==> src/rtl/latch_pkg.sv <==
// Shared types and constants for the latch bank loader: state encoding,
// default timing, and the width helpers used to size counters.
package latch_pkg;

  typedef enum logic [2:0] {
    IDLE   = 3'd0,
    SETUP  = 3'd1,
    STROBE = 3'd2,
    HOLD   = 3'd3,
    DONE   = 3'd4
  } state_e;

  localparam int DEF_N_LATCH    = 8;
  localparam int DEF_SETUP_CYC  = 1;
  localparam int DEF_STROBE_CYC = 2;
  localparam int DEF_HOLD_CYC   = 1;

  function automatic int clog2(input int v);
    int r;
    r = 0;
    while ((1 << r) < v) r++;
    return r;
  endfunction

  function automatic int max3(input int a, input int b, input int c);
    int m;
    m = (a > b) ? a : b;
    return (m > c) ? m : c;
  endfunction

endpackage

==> src/rtl/phase_timer.sv <==
// Loadable down-counter timing one loader phase; expire is high in the
// last cycle of the phase (count == 1).
module phase_timer #(
  parameter int W = 2
) (
  input  logic         clk,
  input  logic         rst_n,
  input  logic         load,
  input  logic [W-1:0] load_val,
  output logic         expire
);

  logic [W-1:0] cnt_q;

  always_ff @(posedge clk or negedge rst_n) begin
    if (!rst_n)              cnt_q <= '0;
    else if (load)           cnt_q <= load_val;
    else if (cnt_q != '0)    cnt_q <= cnt_q - W'(1);
  end

  assign expire = (cnt_q == W'(1));

endmodule

==> src/rtl/latch_bank_loader.sv <==
// Walks an accepted word out to a bank of D latches one bit at a time,
// framing each latch's one-hot enable with d_out setup and hold.
module latch_bank_loader
  import latch_pkg::*;
#(
  parameter int N_LATCH    = DEF_N_LATCH,
  parameter int SETUP_CYC  = DEF_SETUP_CYC,
  parameter int STROBE_CYC = DEF_STROBE_CYC,
  parameter int HOLD_CYC   = DEF_HOLD_CYC
) (
  input  logic               clk,
  input  logic               rst_n,
  input  logic               in_valid,
  output logic               in_ready,
  input  logic [N_LATCH-1:0] in_data,
  output logic               d_out,
  output logic [N_LATCH-1:0] E_out,
  output logic               busy,
  output logic               done
);

  localparam int IW = clog2(N_LATCH);
  localparam int TW = clog2(max3(SETUP_CYC, STROBE_CYC, HOLD_CYC) + 1);
  localparam logic [TW-1:0] S_VAL = TW'(SETUP_CYC);
  localparam logic [TW-1:0] T_VAL = TW'(STROBE_CYC);
  localparam logic [TW-1:0] H_VAL = TW'(HOLD_CYC);

  state_e             state_q, state_d;
  logic [IW-1:0]      idx_q, idx_d;
  logic [N_LATCH-1:0] word_q, word_d;
  logic [N_LATCH-1:0] e_q, e_d;
  logic               d_q, d_d;
  logic               busy_q, busy_d;
  logic               done_q, done_d;
  logic               rdy_q, rdy_d;
  logic               tmr_load, tmr_expire;
  logic [TW-1:0]      tmr_val;

  phase_timer #(.W(TW)) u_timer (
    .clk      (clk),
    .rst_n    (rst_n),
    .load     (tmr_load),
    .load_val (tmr_val),
    .expire   (tmr_expire)
  );

  always_comb begin
    state_d  = state_q;
    idx_d    = idx_q;
    word_d   = word_q;
    tmr_load = 1'b0;
    case (state_q)
      IDLE: if (in_valid && rdy_q) begin
        word_d   = in_data;
        idx_d    = '0;
        state_d  = SETUP;
        tmr_load = 1'b1;
      end
      SETUP: if (tmr_expire) begin
        state_d  = STROBE;
        tmr_load = 1'b1;
      end
      STROBE: if (tmr_expire) begin
        state_d  = HOLD;
        tmr_load = 1'b1;
      end
      HOLD: if (tmr_expire) begin
        if (idx_q == IW'(N_LATCH - 1)) begin
          state_d = DONE;
        end else begin
          idx_d    = idx_q + IW'(1);
          state_d  = SETUP;
          tmr_load = 1'b1;
        end
      end
      DONE:    state_d = IDLE;
      default: state_d = IDLE;
    endcase

    case (state_d)
      SETUP:   tmr_val = S_VAL;
      STROBE:  tmr_val = T_VAL;
      default: tmr_val = H_VAL;
    endcase

    // Outputs are computed from the next state so they register on the
    // same edge as the state change; d_out only moves when entering SETUP.
    d_d = (state_d == SETUP) ? word_d[idx_d] : d_q;
    e_d = '0;
    if (state_d == STROBE) e_d[idx_d] = 1'b1;
    busy_d = (state_d != IDLE);
    done_d = (state_d == DONE);
    rdy_d  = (state_d == IDLE);
  end

  always_ff @(posedge clk or negedge rst_n) begin
    if (!rst_n) begin
      state_q <= IDLE;
      idx_q   <= '0;
      word_q  <= '0;
      e_q     <= '0;
      d_q     <= 1'b0;
      busy_q  <= 1'b0;
      done_q  <= 1'b0;
      rdy_q   <= 1'b1;
    end else begin
      state_q <= state_d;
      idx_q   <= idx_d;
      word_q  <= word_d;
      e_q     <= e_d;
      d_q     <= d_d;
      busy_q  <= busy_d;
      done_q  <= done_d;
      rdy_q   <= rdy_d;
    end
  end

  assign in_ready = rdy_q;
  assign d_out    = d_q;
  assign E_out    = e_q;
  assign busy     = busy_q;
  assign done     = done_q;

endmodule
==> config.mk <==
export PLATFORM = sky130hd
export DESIGN_NAME = latch_bank_loader
export DESIGN_NICKNAME = d
export VERILOG_FILES = /design/src/rtl/latch_pkg.sv /design/src/rtl/phase_timer.sv /design/src/rtl/latch_bank_loader.sv
export SDC_FILE = /design/constraint.sdc
export NUM_CORES = 1
export LEC_CHECK = 0
export CORE_MARGIN = 1
export CORE_UTILIZATION = 44
export DETAILED_ROUTE_END_ITERATION = 16
export GPL_TIMING_DRIVEN = 0
export PLACE_DENSITY = 0.7
export SLEW_MARGIN = 20
export SYNTH_ARGS = -nofsm -noshare
export SYNTH_HDL_FRONTEND = slang
export SYNTH_SLANG_ARGS = --single-unit
==> constraint.sdc <==
create_clock -name clk -period 2.2 [get_ports clk]
set_input_delay 0.33 -clock clk [delete_from_list [all_inputs] [get_ports clk]]
set_output_delay 0.33 -clock clk [all_outputs]
set_load 0.1 [all_outputs]
==> results of run 1 <==
-- routing by layer --
| metal | vias to the layer above | wire (um) | share of wire, % |
|---|---|---|---|
| met5 | - | 0 | 0 |
| met4 | 0 | 60 | 2.0 |
| met3 | 5 | 134 | 4.4 |
| met2 | 29 | 1460 | 48 |
| met1 | 557 | 1370 | 45 |
| li1 | 576 | - | - |
-- report_power, final --
| part | switching [mW] | total, mW | leakage [nW] | internal, mW |
|---|---|---|---|---|
| sequential | 0.108 | 0.824 | 0.356 | 0.716 |
| combinational | 1.07 | 1.69 | 0.462 | 0.624 |
| clock | 0.155 | 0.256 | 0.0210 | 0.102 |
| total | 1.33 | 2.77 | 0.839 | 1.44 |
-- worst max-delay path by stage --
stage | cells after the start | slack (ns) | to | startpoint
after floorplan | 7 | 0.01 | d_out | in_ready
after global placement | 8 | -0.19 | d_out | in_valid
after detailed placement | 8 | -0.22 | d_out | in_valid
after CTS | 8 | 0.009 | d_out | u_timer.cnt_q[0]
after global routing | 8 | -0.03 | d_out | u_timer.cnt_q[0]
final | 1 | 0.04 | d_out | d_out
-- stage by stage --
| stage | cells | cell area (um2) | setup WS [ns] |
|---|---|---|---|
| global route | 223 | 1840 | -0.0348 |
| finish | 223 | 1840 | 0.0387 |
| floorplan | 148 | 1460 | 0.0109 |
| CTS | 219 | 1790 | 0.00899 |
| detailed placement | 214 | 1730 | -0.220 |
| global placement | 214 | 1740 | -0.195 |
-- sequential cells by signal (all words and copies together), names as in the netlist --
register       flops
E_out              8
busy               1
d_out              1
done               1
idx_q              3
in_ready           1
state_q            3
u_timer.cnt_q      2
word_q             8
-- cell families after synthesis --
group,synth area share (%)
adder cells (fa/ha/maj),3.43
buffers and inverters,6.17
AO/OA/AOI/OAI,14.5
flip-flops,48.1
multiplexers,6.60
AND/OR/NAND/NOR,19.5
XOR/XNOR,1.80
-- timing repair --
item | 4_1_cts | 5_1_grt
hold endpoints to repair | 12 | 0
endpoints found under the setup margin | 2 | 4
gates resized for setup | 4 | 9
setup buffers | 0 | 4
cloned | 0 | 0
hold buffers | 1 | 0
pin swaps | 1 | 2
-- area by class of cell --
class                      instances  area [um2]
sequential                        28         706
inverter                          10        37.5
buffer                             7        52.6
clock buffer                       4        36.3
multi-input combinational        103         701
tap                               44        55.1
timing repair buffer              27         255
fill                             277        1260
-- layout by cell type, fill, tap and decap left out, types with 2 or more instances in the layout --
master	instances
nand3_1	4
a21oi_1	6
inv_1	9
dfrtp_1	27
o211ai_1	4
o22ai_1	2
buf_2	4
clkbuf_4	3
o21ai_0	8
xor2_1	3
nor2_1	18
ha_1	3
mux2i_1	4
nand2_1	19
dlymetal6s2s_1	2
buf_4	6
clkdlybuf4s50_1	18
buf_6	2
mux2_2	4
nor3_1	3
nand4_1	2
o2111ai_1	2
==> impl_metrics.ini, run 1 <==
[status]
status = complete, no violations

[detailed_routing]
drc = 0
drt_iter0_markers = 32
wl_per_cell_um = 13.6
dr.pass1.iters = 4
antenna_left = 0
via_count = 1167
vias_per_cell = 5.23
drt-total-wl_mm = 3.03

[floorplanning]
die_w_um = 59.6
fp-row-count = 20
core_area_um2 = 3100
die_area_um2 = 3550
io_pins = 23
die-height_um = 59.6
initial_core_util_pct = 47.1

[cells_and_area]
area_growth_pct = 26.2
num_antenna_cells = 0
nets = 195
drive_gt1_share_pct = 18.4
final_core_util_pct = 59.4

[clock_network]
clk_latency_ns = 0.34
cts_root_buf = clkbuf_4
htree_levels = 1
clock_path_buffers = 2
cts.sinks = 28
cts_tree = yes
cts.clk_slew.worst_paths_ns = 0.15
cts_buffers = 3

[power]
power.density_nw_per_um2 = 1510
vdd_drop_max_v = 0.000728
total_power_mw = 2.77
p_leak_nw = 0.839

[hold_path]
hold_class = input pin to asynchronous set/reset pin

[timing]
finalSetupTns_ns = 0
fin_worst_skew_ns = 0.00809
finalCritPeriodShare_pct = 98.2
hold_slack_ns = 0.505
fin_crit_ns = 2.16
fmax_ghz = 0.463
max_slew.worst_pin.slew_ns = 0.972
drv_slew = 0
setup_viol = 0
relSlewSlack_pct = 35.1
hold_viol = 0
rsz0062_at_grt = yes

[worst_setup_path]
max_stage_delay_ns = 1.13
timing.rr.start = u_timer.cnt_q[0]
r2r_end = d_out
critical_path_arrival_ns = 1.83
cp_top_family = buffers and inverters
cp_slowest_cell = clkdlybuf4s50_1
rr_worst_depth = 8
crit_chain = clkdlybuf4s50_1
crit_buf_inv = 1
cp_data_required_time_ns = 1.87
critPathLaunchType = flop
cp_max_fo = 2
regToRegSetupSlack_ns = 0.13
endpoint_kind = output port
path_class = flop to output port

[grt]
met1_usage_pct = 25.4
met3_usage_pct = 2.84
grt_pass1_vias = 1071
grt_use_met2_pct = 31.1
grt_pass1_wl_mm = 4.91
grt_remaining_overflow = 0
grt_max_degree = 29
track_usage_pct = 19.3
grt.busiest_layer = met2
antenna_found_initial = 0

[synthesis]
synth_top_area_share_pct = 46.3
synth_area_per_cell_um2 = 9.87
syn-num-nets = 163
yosysUniqueCellTypes = 37
synth_most_common_cell = dfrtp_1
synthFlopType = dfrtp_1
syn_area_um2 = 1460
ys_top_cells_by_area = dfrtp_1, nand2_1, nor2_1, mux2_2, ha_1
yosysWarnings = 0
synth_edf_count = 0
synth_common_cells = dfrtp_1, nand2_1, nor2_1
netlist_instances = 148
ys_ff_latch = 28
synthArstFlopShare_pct = 100
yosysSeqAreaShare_pct = 48.1
synth_area_leader_cell = dfrtp_1

[placement]
portBuffers = 22
hpwl_mm = 2.19
gp_congestion = 0.840

[run]
maxCapViolCount = 0
Note: power is estimated with default switching activity, not from simulation.
==> run 2: changes to the inputs <==
Settings changed: SETUP_SLACK_MARGIN from default to 0.02.
==> run 2 against run 1 <==
The run now ends with hold timing left. Worst hold slack worse by 0.53 ns. Sequential share of layout area is 0.18 points lower. Clock skew is 0.0046 ns lower. Fmax is 0.57% higher. Core utilization is 0.28 points higher. Register-to-register slack better by 0.02 ns. Via count is 2.4% higher. Count of clock-buffer cells in the layout stayed put. Critical path depth stayed put. Clock power is 2% lower. Sequential power is 0.6% lower. Flip-flop and latch count stayed put. Critical path type unchanged.
==> impl_metrics.ini, run 2 (synthesized netlist as in run 1, its figures left out) <==
[clock_network]
cts.sinks = 28
cts_buffers = 3
cts_tree = yes
cts.clk_slew.worst_paths_ns = 0.14
postCtsHoldBufs = 0
htree_levels = 1
cts_root_buf = clkbuf_4
clk_latency_ns = 0.33
clock_path_buffers = 2

[status]
status = complete, but fails checks
violations = hold timing

[detailed_routing]
via_count = 1195
vias_per_cell = 5.38
drt_iter0_markers = 37
dr.pass1.iters = 4
antenna_left = 0
wl_per_cell_um = 13.7
drt-total-wl_mm = 3.04
drc = 0

[timing]
worst_slack_ns = 0.0509
setup_viol = 0
fmax_ghz = 0.465
max_slew.worst_pin.slew_ns = 0.976
rsz0062_at_grt = no
hold_slack_ns = -0.0251
relSlewSlack_pct = 34.8
fin_worst_skew_ns = 0.00350
finalCritPeriodShare_pct = 97.7
drv_slew = 0
hold_viol = 27
fin_crit_ns = 2.15

[floorplanning]
die_area_um2 = 3550
die-height_um = 59.6
initial_core_util_pct = 47.1
core_area_um2 = 3100
io_pins = 23
fp-row-count = 20
die_w_um = 59.6

[cells_and_area]
num_antenna_cells = 0
mostFrequentLayoutCells = dfrtp_1, nand2_1, nor2_1
regArea_um2 = 706
nets = 194
area_growth_pct = 26.8
layout_commonest_cell = dfrtp_1
fill_cells = 289
multiInputGateArea_um2 = 697
drive_gt1_share_pct = 18.0

[worst_setup_path]
r2r_end = d_out
cp_max_fo = 3
timing.rr.start = u_timer.cnt_q[0]
critical_path_arrival_ns = 1.82
cp_top_family = buffers and inverters
rr_worst_depth = 8
endpoint_kind = output port
cp_data_required_time_ns = 1.87
path_class = flop to output port
regToRegSetupSlack_ns = 0.15
crit_chain = clkdlybuf4s15_1
crit_buf_inv = 1
max_stage_delay_ns = 0.82
critPathLaunchType = flop
cp_slowest_cell = clkdlybuf4s15_1

[power]
power.density_nw_per_um2 = 1500
p_leak_nw = 0.954
vdd_drop_max_v = 0.000549

[grt]
track_usage_pct = 19.3
antenna_found_initial = 0
grt_use_met2_pct = 35.0
met3_usage_pct = 1.97
grt.busiest_layer = met2
grt_remaining_overflow = 0
grt_max_degree = 29
grt_pass1_wl_mm = 5.14
met1_usage_pct = 24.0
grt_pass1_vias = 1142

[placement]
place_ws_ns = -0.162
hpwl_mm = 2.23
gp_congestion = 0.879
portBuffers = 22

[hold_path]
hold_class = input pin to asynchronous set/reset pin

[run]
maxCapViolCount = 0
run 2: area by class of cell:
class | instances | share of cell area, %
inverter | 10 | 2.03
sequential | 28 | 38.1
clock buffer | 4 | 1.96
timing repair buffer | 26 | 14.5
tap | 44 | 2.97
multi-input combinational | 103 | 37.6
buffer | 7 | 2.84
run 2: how the worst max path moves through the flow:
stage                        start  endpoint  slack [ns]  cells past startpoint
after floorplan           in_ready     d_out        0.04                      7
after global placement    in_valid     d_out       -0.15                      8
after CTS                 E_out[5]  E_out[5]        0.03                      1
final                     in_ready  in_ready        0.05                      1
after detailed placement  in_valid     d_out       -0.16                      8
after global routing      in_ready  in_ready        0.02                      1
run 2: timing repair:
item,4_1_cts,5_1_grt
setup buffers,1,3
endpoints found under the setup margin,2,10
pin swaps,1,3
gates resized for setup,6,12
run 2: where the power goes:
group	switching [mW]	total [mW]	internal, mW
clock network	0.148	0.250	0.101
registers	0.103	0.819	0.716
logic	1.09	1.71	0.613
run 2: through the flow:
step | TNS (ns) | power (mW) | area (um2) | util (%) | cells
2_1_floorplan | 0 | 2.09 | 1470 | - | 148
3_3_place_gp | -0.147 | 2.41 | 1740 | 56.2 | 214
3_5_place_dp | -0.162 | 2.46 | 1740 | 56.0 | 214
4_1_cts | 0 | 2.74 | 1790 | 57.8 | 219
5_1_grt | 0 | 2.97 | 1850 | 59.7 | 222
6_report | 0 | 2.78 | 1850 | 59.7 | 222
run 2: per-layer routing:
| metal | vias to the layer above | wire (um) |
|---|---|---|
| met5 | - | 0 |
| met2 | 30 | 1580 |
| met4 | 0 | 43 |
| met1 | 584 | 1320 |
| li1 | 576 | - |
| met3 | 5 | 97 |
==> run 3: changes to the inputs <==
==> constraint.sdc (replaced) <==
create_clock -name clk -period 2.2 [get_ports clk]
set_input_delay 0.44 -clock clk [delete_from_list [all_inputs] [get_ports clk]]
set_output_delay 0.44 -clock clk [all_outputs]
set_load 0.1 [all_outputs]
==> run 3 against run 2 <==
The run now ends clean. Count of clock-buffer cells in the layout did not move. Critical path depth rose by 7. Final area fell by 1.9%. Fmax rose by 3.9%. Total power fell by 1.1%. Clock power barely moved. Register-to-register slack barely moved. Critical path type is now input pin to flop.
==> impl_metrics.ini, run 3 (synthesized netlist as in run 1, its figures left out) <==
[hold_path]
hold_class = input pin to asynchronous set/reset pin

[timing]
fin_crit_ns = 2.07
max_slew.worst_pin.slew_ns = 0.967
finalCritPeriodShare_pct = 94.1
hold_viol = 0
rsz0062_at_grt = no
fin_worst_skew_ns = 0.00294
setup_viol = 0
hold_slack_ns = 0.0860
relSlewSlack_pct = 35.8
drv_slew = 0
fmax_ghz = 0.483

[placement]
portBuffers = 22
hpwl_mm = 2.23
gp_congestion = 0.879

[grt]
grt_max_degree = 29
grt_remaining_overflow = 0
grt_pass1_vias = 1146
antenna_found_initial = 0
grt_pass1_wl_mm = 5.15
track_usage_pct = 19.3

[status]
status = complete, no violations

[cells_and_area]
drive_gt1_share_pct = 18.5
num_antenna_cells = 0
mostFrequentLayoutCells = dfrtp_1, nand2_1, nor2_1
area_growth_pct = 24.4
layout_commonest_cell = dfrtp_1
nets = 194

[detailed_routing]
drt-total-wl_mm = 3.01
via_count = 1194
antenna_left = 0
vias_per_cell = 5.38
drc = 0
wl_per_cell_um = 13.6
dr.pass1.iters = 5
drt_iter0_markers = 36

[clock_network]
cts_root_buf = clkbuf_4
cts_tree = yes
htree_levels = 1
cts.sinks = 28
cts.clk_slew.worst_paths_ns = 0.14
clock_path_buffers = 2
cts_buffers = 3
clk_latency_ns = 0.33
postCtsHoldBufs = 0

[floorplanning]
die_area_um2 = 3550
die-height_um = 59.6
die_w_um = 59.6
core_area_um2 = 3100
initial_core_util_pct = 47.1
io_pins = 23
fp-row-count = 20

[worst_setup_path]
cp_max_fo = 4
cpMostUsedCell = mux2_2
cp_top_family = buffers and inverters
crit_buf_inv = 2
rr_worst_depth = 7
cp_slowest_cell = clkdlybuf4s50_1
endpoint_kind = flop
critical_path_cell_count = 8
path_class = input pin to flop
r2r_end = d_out
regToRegSetupSlack_ns = 0.14
crit_chain = clkdlybuf4s50_1 -> nand4bb_4 -> nor2_4 -> buf_6 -> mux2_2 -> o211ai_2 -> o2111ai_1 -> mux2_2
cp_data_required_time_ns = 2.43
max_stage_delay_ns = 0.55
cp-endpoint = d_out
critical_path_arrival_ns = 2.30
cp-startpoint = in_valid
critPathLaunchType = input pin
timing.rr.start = in_ready

[power]
total_power_mw = 2.75
p_leak_nw = 0.854
power.density_nw_per_um2 = 1510
vdd_drop_max_v = 0.000548

[run]
maxCapViolCount = 0
[run 3: timing repair]
item / CTS / global route
pin swaps: 1 / 3
endpoints found under the setup margin: 13 / 1
resized for setup: 18 / 3
setup buffers: 1 / 3
[run 3: worst register-to-register path, cell delays in order (launching register included)]
cell and delay, ns:
dfstp_4 0.67, nand4bb_4 0.14, nor2_4 0.16, buf_6 0.12, mux2_2 0.34, o211ai_2 0.14
o2111ai_1 0.13, mux2_2 0.28
[run 3: worst min path at each step]
| stage | end | cells past startpoint |
|---|---|---|
| 2_1_floorplan | E_out[0] | 0 |
| 3_3_place_gp | word_q[3] | 2 |
| 3_5_place_dp | word_q[2] | 2 |
| 4_1_cts | busy | 1 |
| 5_1_grt | busy | 1 |
| 6_report | done | 1 |
[run 3: stage by stage]
| step | instances | util, % | cell area [um2] | TNS (ns) | setup slack, ns |
|---|---|---|---|---|---|
| after floorplan | 148 | - | 1470 | 0 | 0.0354 |
| after global placement | 214 | 56.2 | 1740 | -0.257 | -0.257 |
| after detailed placement | 214 | 56.0 | 1740 | -0.272 | -0.272 |
| after CTS | 219 | 57.4 | 1780 | 0 | 0.0435 |
| after global routing | 222 | 58.5 | 1820 | 0 | 0.0476 |
| final | 222 | 58.5 | 1820 | 0 | 0.131 |
[run 3: where the power goes]
group	switching [mW]	leakage, nW	internal [mW]
registers	0.104	0.356	0.716
clock network	0.148	0.0210	0.101
logic	1.09	0.477	0.586
total	1.34	0.854	1.40
[run 3: layer usage]
metal / routed length (um) / global-route usage (%) / part of all wire [%] / vias to the layer above
li1: - / - / - / 578
met1: 1250 / 24.0 / 42 / 577
met2: 1600 / 35.2 / 53 / 34
met3: 118 / 1.97 / 3.9 / 5
met4: 43 / 5.98 / 1.4 / 0
met5: 0 / 0 / 0 / -
[run 3: final cells by class]
type / count / area [um2]
Fill cell: 299 / 1290
Sequential cell: 28 / 706
Multi-Input combinational cell: 103 / 697
Timing Repair Buffer: 26 / 233
Tap cell: 44 / 55.1
Buffer: 7 / 52.6
Inverter: 10 / 37.5
Clock buffer: 4 / 36.3
